### config.mk
export PLATFORM = sky130hd
export DESIGN_NAME = tt_um_ir_sequencer
export DESIGN_NICKNAME = d
export VERILOG_FILES = /design/src/rtl/tt_um_ir_sequencer.sv
export SDC_FILE = /design/constraint.sdc
export NUM_CORES = 1
export LEC_CHECK = 0
export ABC_AREA = 0
export CAP_MARGIN = 20
export CORE_AREA = 2 2 39 41
export CTS_BUF_LIST = sky130_fd_sc_hd__clkbuf_8
export DETAILED_ROUTE_END_ITERATION = 7
export DIE_AREA = 0 0 41 43
export DONT_BUFFER_PORTS = 1
export HOLD_SLACK_MARGIN = 0.06
export PLACE_DENSITY = 0.61
export SYNTH_ARGS = -nofsm -noshare
export SYNTH_HDL_FRONTEND = slang
export SYNTH_SLANG_ARGS = --single-unit
### constraint.sdc
create_clock -name clk -period 4.8 [get_ports clk]
set_clock_uncertainty 0.15 [all_clocks]
set_input_delay 0.96 -clock clk [delete_from_list [all_inputs] [get_ports clk]]
set_output_delay 0.96 -clock clk [all_outputs]
set_load 0.03 [all_outputs]
### src/rtl/tt_um_ir_sequencer.sv
`default_nettype none
// ============================================================================
//  Module      : tt_um_ir_sequencer
//  Description : Six-T-state control sequencer for a simple accumulator CPU.
//                Common fetch in T1-T3, opcode decode in T4-T6, with a sticky
//                HALT state. Emits the control word on uo_out/uio_out.
//  Revision    : 1.0 - initial release
// ============================================================================
module tt_um_ir_sequencer (
    input  logic       clk,
    input  logic       rst_n,     // active-high synchronous reset (pinout name)
    input  logic       ena,
    input  logic [7:0] ui_in,
    output logic [7:0] uo_out,
    input  logic [7:0] uio_in,
    output logic [7:0] uio_out,
    output logic [7:0] uio_oe
);

    typedef enum logic [2:0] {
        ST_T1   = 3'b001,
        ST_T2   = 3'b010,
        ST_T3   = 3'b011,
        ST_T4   = 3'b100,
        ST_T5   = 3'b101,
        ST_T6   = 3'b110,
        ST_HALT = 3'b111
    } state_t;

    localparam logic [3:0] C_OP_LDA = 4'h0;
    localparam logic [3:0] C_OP_ADD = 4'h1;
    localparam logic [3:0] C_OP_SUB = 4'h2;
    localparam logic [3:0] C_OP_OUT = 4'hE;
    localparam logic [3:0] C_OP_HLT = 4'hF;

    state_t     r_state;
    logic [3:0] r_opcode;

    logic       w_step_en;
    logic [3:0] w_op_live;
    logic       w_ctrl_en;

    // Individual control bits before gating
    logic w_cp, w_ep, w_lm, w_ce, w_li, w_ei, w_la, w_ea;
    logic w_su, w_eu, w_lb, w_lo;

    // Operand address, unused bidir inputs and ena are intentionally ignored
    logic w_unused;
    assign w_unused = &{1'b0, ena, uio_in[7:1], ui_in[3:0]};

    assign w_step_en = uio_in[0];
    assign w_op_live = ui_in[7:4];

    // Controls only fire when the sequencer is actually advancing out of reset
    assign w_ctrl_en = ~rst_n & w_step_en;

    // State and latched opcode; T4 captures the live opcode for T5/T6 decode
    always_ff @(posedge clk) begin
        if (rst_n) begin
            r_state  <= ST_T1;
            r_opcode <= 4'h0;
        end else if (w_step_en) begin
            case (r_state)
                ST_T1:   r_state <= ST_T2;
                ST_T2:   r_state <= ST_T3;
                ST_T3:   r_state <= ST_T4;
                ST_T4: begin
                    if (w_op_live == C_OP_HLT) begin
                        r_state <= ST_HALT;
                    end else begin
                        r_state  <= ST_T5;
                        r_opcode <= w_op_live;
                    end
                end
                ST_T5:   r_state <= ST_T6;
                ST_T6:   r_state <= ST_T1;
                ST_HALT: r_state <= ST_HALT;
                default: r_state <= ST_T1;
            endcase
        end
    end

    // Control-word decode: T4 looks at the live IR, T5/T6 at the latched opcode
    always_comb begin
        w_cp = 1'b0; w_ep = 1'b0; w_lm = 1'b0; w_ce = 1'b0;
        w_li = 1'b0; w_ei = 1'b0; w_la = 1'b0; w_ea = 1'b0;
        w_su = 1'b0; w_eu = 1'b0; w_lb = 1'b0; w_lo = 1'b0;
        case (r_state)
            ST_T1: begin
                w_ep = 1'b1;
                w_lm = 1'b1;
            end
            ST_T2: w_cp = 1'b1;
            ST_T3: begin
                w_ce = 1'b1;
                w_li = 1'b1;
            end
            ST_T4: begin
                case (w_op_live)
                    C_OP_LDA, C_OP_ADD, C_OP_SUB: begin
                        w_ei = 1'b1;
                        w_lm = 1'b1;
                    end
                    C_OP_OUT: begin
                        w_ea = 1'b1;
                        w_lo = 1'b1;
                    end
                    default: ;
                endcase
            end
            ST_T5: begin
                case (r_opcode)
                    C_OP_LDA: begin
                        w_ce = 1'b1;
                        w_la = 1'b1;
                    end
                    C_OP_ADD, C_OP_SUB: begin
                        w_ce = 1'b1;
                        w_lb = 1'b1;
                    end
                    default: ;
                endcase
            end
            ST_T6: begin
                case (r_opcode)
                    C_OP_ADD: begin
                        w_eu = 1'b1;
                        w_la = 1'b1;
                    end
                    C_OP_SUB: begin
                        w_su = 1'b1;
                        w_eu = 1'b1;
                        w_la = 1'b1;
                    end
                    default: ;
                endcase
            end
            default: ;
        endcase
    end

    assign uo_out  = w_ctrl_en ? {w_ea, w_la, w_ei, w_li, w_ce, w_lm, w_ep, w_cp}
                               : 8'h00;
    assign uio_out = {r_state,
                      (w_ctrl_en ? {w_lo, w_lb, w_eu, w_su} : 4'b0000),
                      1'b0};
    assign uio_oe  = 8'hFE;

endmodule
`default_nettype wire

After elaboration in Yosys (flattened, before gate mapping)
Cells that the tools add are included.

Input port bits: 19. Flip-flop bits (word level): 7. Logic and storage cells: 45.

Equality and inequality tests: 13. Reduce and logical (&&, ||, !) cells: 6. Multiplexer cells: 21. Bitwise operators: 3.

Operator list (number): case mux 3 bit (6 select lines) (1); 2-to-1 mux 1 bit (14); equality test 3 bit (second input constant) (4); equality test 4 x 1 -> 1 bit (second input constant) (2); equality test 4 x 2 -> 1 bit (second input constant) (2); equality test 4 bit (second input constant) (2); zero test 4 bit (2); 2-to-1 mux 8 bit (1); equality test 3 x 2 -> 1 bit (second input constant) (2); case mux 1 bit (2 select lines) (3); OR reduction 3 bit (2); 2-to-1 mux 4 bit (1); equality test 3 x 1 -> 1 bit (second input constant) (1); AND reduction 3 bit (1); 2-to-1 mux 2 bit (1); inverter 1 bit (2); OR reduction 2 bit (1); AND 1 bit (1).

Longest topological paths before layout
Gate-level depths: netlist of run 1.

Depth in word-level cells: 5. Mapped depth: 5.

Least setup slack after synthesis of run 1
No wires, ideal clock.

Kind: input to output. Start: input port uio_in[0]. End: output port uo_out[7]. Data required time: 3.690 ns. Buffers on the path: 2. Stages on the path: 5. Data arrival time: 2.387 ns. Setup slack: 1.303 ns. Cells stage by stage: buf_6 > nor3b_2 > nand2b_1 > nor3_1 > buf_4.

Longest elaborated chain between the ends: 2.

RTL lines: start: declaration (RTL line 15) `input logic [7:0] uio_in,`; AND 1 bit (RTL line 55) `assign w_ctrl_en = ~rst_n & w_step_en;`; 2-to-1 mux 8 bit (RTL line 142) `assign uo_out = w_ctrl_en ? {w_ea, w_la, w_ei, w_li, w_ce, w_lm, w_ep, w_cp}`; end: declaration (RTL line 14) `output logic [7:0] uo_out,`.

No other way between the ends.

Worst setup path after layout of run 1
Start: register r_state[2]. End: output port uio_out[4].

Longest elaborated chain between the ends: 3.

RTL lines: start: declaration (RTL line 36) `state_t r_state;`; start signal: assignment (RTL line 60) `r_state <= ST_T1;`; start signal: assignment (RTL line 64) `ST_T1: r_state <= ST_T2;`; start signal: assignment (RTL line 65) `ST_T2: r_state <= ST_T3;`; equality test 3 bit (RTL line 88) `case (r_state)`; 2-to-1 mux 1 bit (RTL line 88); 2-to-1 mux 4 bit (RTL line 145) `(w_ctrl_en ? {w_lo, w_lb, w_eu, w_su} : 4'b0000),`; end: declaration (RTL line 16) `output logic [7:0] uio_out,`.

No other way between the ends.

==> qor.yml, run 1 <==
htreeDepth: 1
viasPerCell: 5.61
critical_path_depth: 3
io_buffers: 0
crit_type: "flip-flop to output port"
crit_buf_inv: 0
cp_max_fo: 11
yosysWarnings: 0
cts-root-buf: "clkbuf_8"
gp_congestion: 0.730
seq_area_frac_synth: 0.224
antenna_found_initial: 0
synth_area_um2: 627
synth.top_cells.by_area: "dfxtp_1 22%, buf_4 13%, nor2_1 5.4%"
period_needed_ps: 3340
grt_pass1_vias: 429
syn_inst: 79
drt_iter0_markers: 10
dieHeight_um: 43
reg2reg_setup_slack_ps: 3050
gr-usage-met2: 0.219
clk_path_buf_depth: 2
yosys.area_share.xor_xnor: 0.0140
maxCapViolations: 0
cp_common_cell: "nand2b_1"
first_pass_iters: 4
die-area_mm2: 0.00176
finalMaxSlewViolations: 0
status: "finished clean"
peakVddDrop_v: 0.000170
hp-class: "flip-flop to flip-flop"
cts_resized: 0
synth_async_sr_flop_share: 0
cp.arrival_ps: 2230
antenna_violating_nets_post_route: 0
nFillCells: 142
overflow: 0
yosys.area_share.simple: 0.343
pwr_density_cell_mw_per_mm2: 291
synth_top_family_by_area: "simple AND/OR/NAND/NOR gates"
reg2reg_depth: 3
layout.nets: 96
required_ps: 3690
core_mm2: 0.00138
cp_top_family: "simple AND/OR/NAND/NOR gates"
diodes: 0
drive_above_1_share: 0.158
worstHoldPathCells: 2
met1_usage: 0.212
start_util: 0.453
setup_violations: 0
area_delta_synth_final_pct: -1.60
max_freq_ghz: 0.299
worstSetupStartpointType: "flip-flop"
io_pins: 43
power_leakage_nw: 0.218
synth_edf_count: 0
path_cells: "nand2b_1 -> nand2b_1 -> nor3_2"
grt_use_total: 0.155
die_w_um: 41
synthFlopType: "dfxtp_1"
critical_path.max_stage_delay_ps: 810
fin_crit_sh: 0.696
cp_slowest_cell: "nor3_2"
synth_compound_area_frac: 0.192
wl_um: 1200
dp_hpwl_um: 917
rsz0062_at_grt: "no"
grt_pass1_wl_um: 1900
cts_tree: "built"
synthAdderAreaFrac: 0
netlist.area_leader.share: 0.224
cts_setup_buffers: 0
critPathCaptureType: "output port"
synthMuxAreaShare: 0.0160
grt.met3_usage: 0.0366
drcViolationCount: 0
synth_cell_type_count: 33
numCtsBuffers: 3
rows: 14
timing.slew.headroom: 0.334
hold_viol: 0
tightest_slew_ps: 994
p_total_uw: 180
postCtsHoldBufs: 0
yosysTopAreaCell: "dfxtp_1"
grt_busiest_layer: "met2"
grt_max_degree: 12
ys_ff_latch: 7
syn_avg_cell_area_um2: 7.93
cts_sinks: 7
clk_pin_slew_ps: 40
setup_tns_ps: 0
vias: 516
clock_latency_ps: 220
routedWlPerCell_um: 13.1
==> cell type report <==
class | count | area (um2) | area share
clock buffers | 3 | 41.3 | 0.0669
clock inverters | 1 | 3.75 | 0.00609
inverters | 3 | 11.3 | 0.0183
multi-input cells | 61 | 393 | 0.637
flip-flops and latches | 7 | 140 | 0.227
well taps | 16 | 20.0 | 0.0325
repair buffers | 1 | 7.51 | 0.0122
==> cell families after synthesis <==
group           count (synthesis)
mux                             1
compound gates                 15
buf+inv                        18
other cells                     2
flops                           7
simple gates                   35
xor+xnor                        1
==> worst paths after layout <==
check | from | endpoint
worst max-delay path | r_state[2] | uio_out[4]
worst min-delay path | r_opcode[3] | r_opcode[3]
worst max register to register | r_state[2] | r_opcode[1]
worst min register to register | r_opcode[3] | r_opcode[3]
==> synthesized netlist by cell type (2+ instances only) <==
cell type / n
nand2b_1: 3
a31o_2: 2
nor2_1: 9
dfxtp_1: 7
nor3_1: 5
nand2_1: 5
buf_6: 2
buf_4: 11
a21oi_1: 3
conb_1: 2
o21ai_0: 4
inv_1: 3
nand3_1: 3
==> registers in the layout, indices dropped and copies added, names as in the netlist <==
signal,flops
r_opcode,4
r_state,3
==> metrics by stage <==
stage / std cells / util / instance area, um2 / hold slack [ps] / worst slack [ps]
global route: 92 / 0.446 / 617 / 322 / 1330
detailed placement: 88 / 0.413 / 572 / 295 / 1600
finish: 92 / 0.446 / 617 / 298 / 1460
CTS: 92 / 0.446 / 617 / 301 / 1450
floorplan: 86 / - / 653 / 273 / 1300
global placement: 88 / 0.413 / 572 / 285 / 1610
==> cell usage in the layout (no fill, tap or decap), drive strengths merged, types with 3 or more instances in the layout <==
| cell | Yosys | final |
|---|---|---|
| clkbuf | 1 | 3 |
| inv | 3 | 4 |
| conb | 2 | 9 |
| nor2 | 9 | 9 |
| nor3 | 5 | 5 |
| o21ai | 4 | 4 |
| dfxtp | 7 | 7 |
| a21oi | 3 | 3 |
| nand2 | 5 | 5 |
| nand3 | 3 | 3 |
| nand2b | 3 | 3 |
==> worst min-delay path, stage by stage, from the launching register on <==
cell	delay (ps)
dfxtp_1	300
inv_1	50
a21oi_1	50
==> power by group <==
| part | switching, mW | internal [mW] |
|---|---|---|
| sequential | 0.00975 | 0.0606 |
| clock | 0.0251 | 0.0553 |
| combinational | 0.0200 | 0.00881 |
==> per-layer routing <==
metal / up-vias / share of wire
met3: 0 / 0.051
li1: 253 / -
met4: 0 / 0
met5: - / 0
met1: 251 / 0.47
met2: 12 / 0.48
(Power assumes the default switching activity.)
==> run 2: changes to the inputs <==
==> constraint.sdc (replaced) <==
create_clock -name clk -period 3.2 [get_ports clk]
set_clock_uncertainty 0.15 [all_clocks]
set_input_delay 0.64 -clock clk [delete_from_list [all_inputs] [get_ports clk]]
set_output_delay 0.64 -clock clk [all_outputs]
set_load 0.03 [all_outputs]
==> qor.yml, run 2 (same netlist as run 1, synthesis figures left out) <==
status: "finished clean"  # unchanged
layout.nets: 101  # was 96
critPathCaptureType: "output port"  # unchanged
io_buffers: 0  # unchanged
antenna_violating_nets_post_route: 0  # unchanged
power_leakage_nw: 0.245  # was 0.218 nW
cp_max_fo: 10  # was 11
fin_crit_sh: 0.837
power_frac_clock: 0.445  # was 0.448
cts_resized: 0  # unchanged
finalMaxSlewViolations: 0  # unchanged
worstHoldPathCells: 2  # unchanged
crit_buf_inv: 1  # was 0
cts_setup_buffers: 0  # unchanged
drcViolationCount: 0  # unchanged
wl_um: 1200  # unchanged
rsz0062_at_grt: "no"  # unchanged
largestRegisters: "r_opcode x4, r_state x3"  # unchanged
htreeDepth: 1  # unchanged
core_mm2: 0.00138  # unchanged
path_cells: "nand3b_1 -> nor3_1 -> buf_4 -> o21bai_1"  # was nand2b_1 -> nand2b_1 -> nor3_2
p_sw_uw: 82.1  # was 54.9 uW
clk_path_buf_depth: 2  # unchanged
critical_path_depth: 4  # was 3
grt_pass1_vias: 451  # was 429
diodes: 0  # unchanged
io_pins: 43  # unchanged
dp_hpwl_um: 926  # was 917 um
grt_max_degree: 12  # unchanged
cts_sinks: 7  # unchanged
gp_congestion: 0.786  # was 0.730
largest_register: "r_opcode"  # unchanged
largest_reg_flops: 4  # unchanged
p_int_uw: 188  # was 125 uW
vias: 532  # was 516
drive_above_1_share: 0.210  # was 0.158
maxCapViolations: 0  # unchanged
grt_pass1_wl_um: 1850  # was 1900 um
max_freq_ghz: 0.373
viasPerCell: 5.48  # was 5.61
crit_type: "flip-flop to output port"  # unchanged
worstSetupStartpointType: "flip-flop"  # unchanged
final_cell_mix: "9 x nor2_1, 9 x conb_1, 7 x dfxtp_1, 6 x buf_4, 5 x nand2_1"  # was 9 x nor2_1, 9 x conb_1, 7 x dfxtp_1, 5 x nand2_1
comb_power_share: 0.173  # was 0.160
cp_top_family: "flip-flops"  # was simple AND/OR/NAND/NOR gates
setup_tns_ps: 0  # unchanged
swShare: 0.304  # was 0.306
peakVddDrop_v: 0.000174  # was 0.000170 V
hp-class: "flip-flop to flip-flop"  # unchanged
area_delta_synth_final_pct: 4.39  # was -1.60%
setup_violations: 0  # unchanged
rows: 14  # unchanged
first_pass_iters: 4  # unchanged
nFillCells: 142  # unchanged
cts_tree: "built"  # unchanged
postCtsHoldBufs: 0  # unchanged
clock_latency_ps: 220  # about the same
cp_slowest_cell: "dfxtp_1"  # was nor3_2
start_util: 0.453  # unchanged
numCtsBuffers: 3  # unchanged
pwr_density_cell_mw_per_mm2: 413  # was 291 mW/mm2
grt_use_total: 0.151  # was 0.155
critical_path.max_stage_delay_ps: 690  # was 810 ps
required_ps: 2410  # was 3690 ps
reg2reg_depth: 3  # unchanged
die_w_um: 41  # unchanged
drt_iter0_markers: 12  # was 10
routedWlPerCell_um: 12.4  # was 13.1 um
die-area_mm2: 0.00176  # unchanged
pwr-share-seq: 0.382  # was 0.392
antenna_found_initial: 0  # unchanged
dieHeight_um: 43  # unchanged
hold_viol: 0  # unchanged
period_needed_ps: 2680
overflow: 0  # unchanged
clk_pin_slew_ps: 40  # about the same
tightest_slew_ps: 608  # was 994 ps
cts-root-buf: "clkbuf_8"  # unchanged
cp.arrival_ps: 1890  # was 2230 ps
timing.slew.headroom: 0.594  # was 0.334
utilization: 0.473  # was 0.446
run 2: cell types whose count changed in the layout (fill, tap and decap cells not counted), sizes merged:
cell / delta
buf: +5
run 2: stage by stage:
stage	instance area [um2]	hold WS, ps	instances	power [mW]	setup slack (ps)
finish	654	302	97	0.270	522
global route	654	329	97	0.280	422
CTS	654	303	97	0.271	477
detailed placement	609	298	93	0.152	711
global placement	609	285	93	0.151	750
floorplan	653	273	86	0.159	342
run 2: area by class of cell:
class | instances | area (um2) | area share
Multi-Input combinational cell | 61 | 393 | 0.600
Inverter | 3 | 11.3 | 0.0172
Sequential cell | 7 | 140 | 0.214
Timing Repair Buffer | 6 | 45.0 | 0.0688
Clock buffer | 3 | 41.3 | 0.0631
Tap cell | 16 | 20.0 | 0.0306
Clock inverter | 1 | 3.75 | 0.00574
run 2: worst paths after layout:
path	start	endpoint	slack, ps
max	r_state[0]	uo_out[2]	520
min reg2reg	r_opcode[3]	r_opcode[3]	300
min	r_opcode[3]	r_opcode[3]	300
max reg2reg	r_state[1]	r_opcode[1]	1550
run 2: worst register-to-register path: stages, from the launching register on:
cell and delay [ps]:
dfxtp_1 500, nand4bb_4 360, or2_1 290, a31o_2 250
run 2: power groups by stage:
stage | sequential [mW] | clock [mW] | combinational, mW
3_5_place_dp | 0.105 | 0 | 0.0468
4_1_cts | 0.103 | 0.121 | 0.0469
3_3_place_gp | 0.104 | 0 | 0.0464
6_report | 0.103 | 0.120 | 0.0467
2_1_floorplan | 0.0997 | 0 | 0.0591
5_1_grt | 0.104 | 0.125 | 0.0506
run 2: layer usage:
layer | share of wire | routed length, um | global-route usage | up-vias
li1 | - | - | - | 259
met1 | 0.43 | 516 | 0.198 | 247
met2 | 0.48 | 578 | 0.219 | 21
met3 | 0.067 | 81 | 0.0209 | 5
met4 | 0.022 | 26 | 0.100 | 0
met5 | 0 | 0 | 0 | -
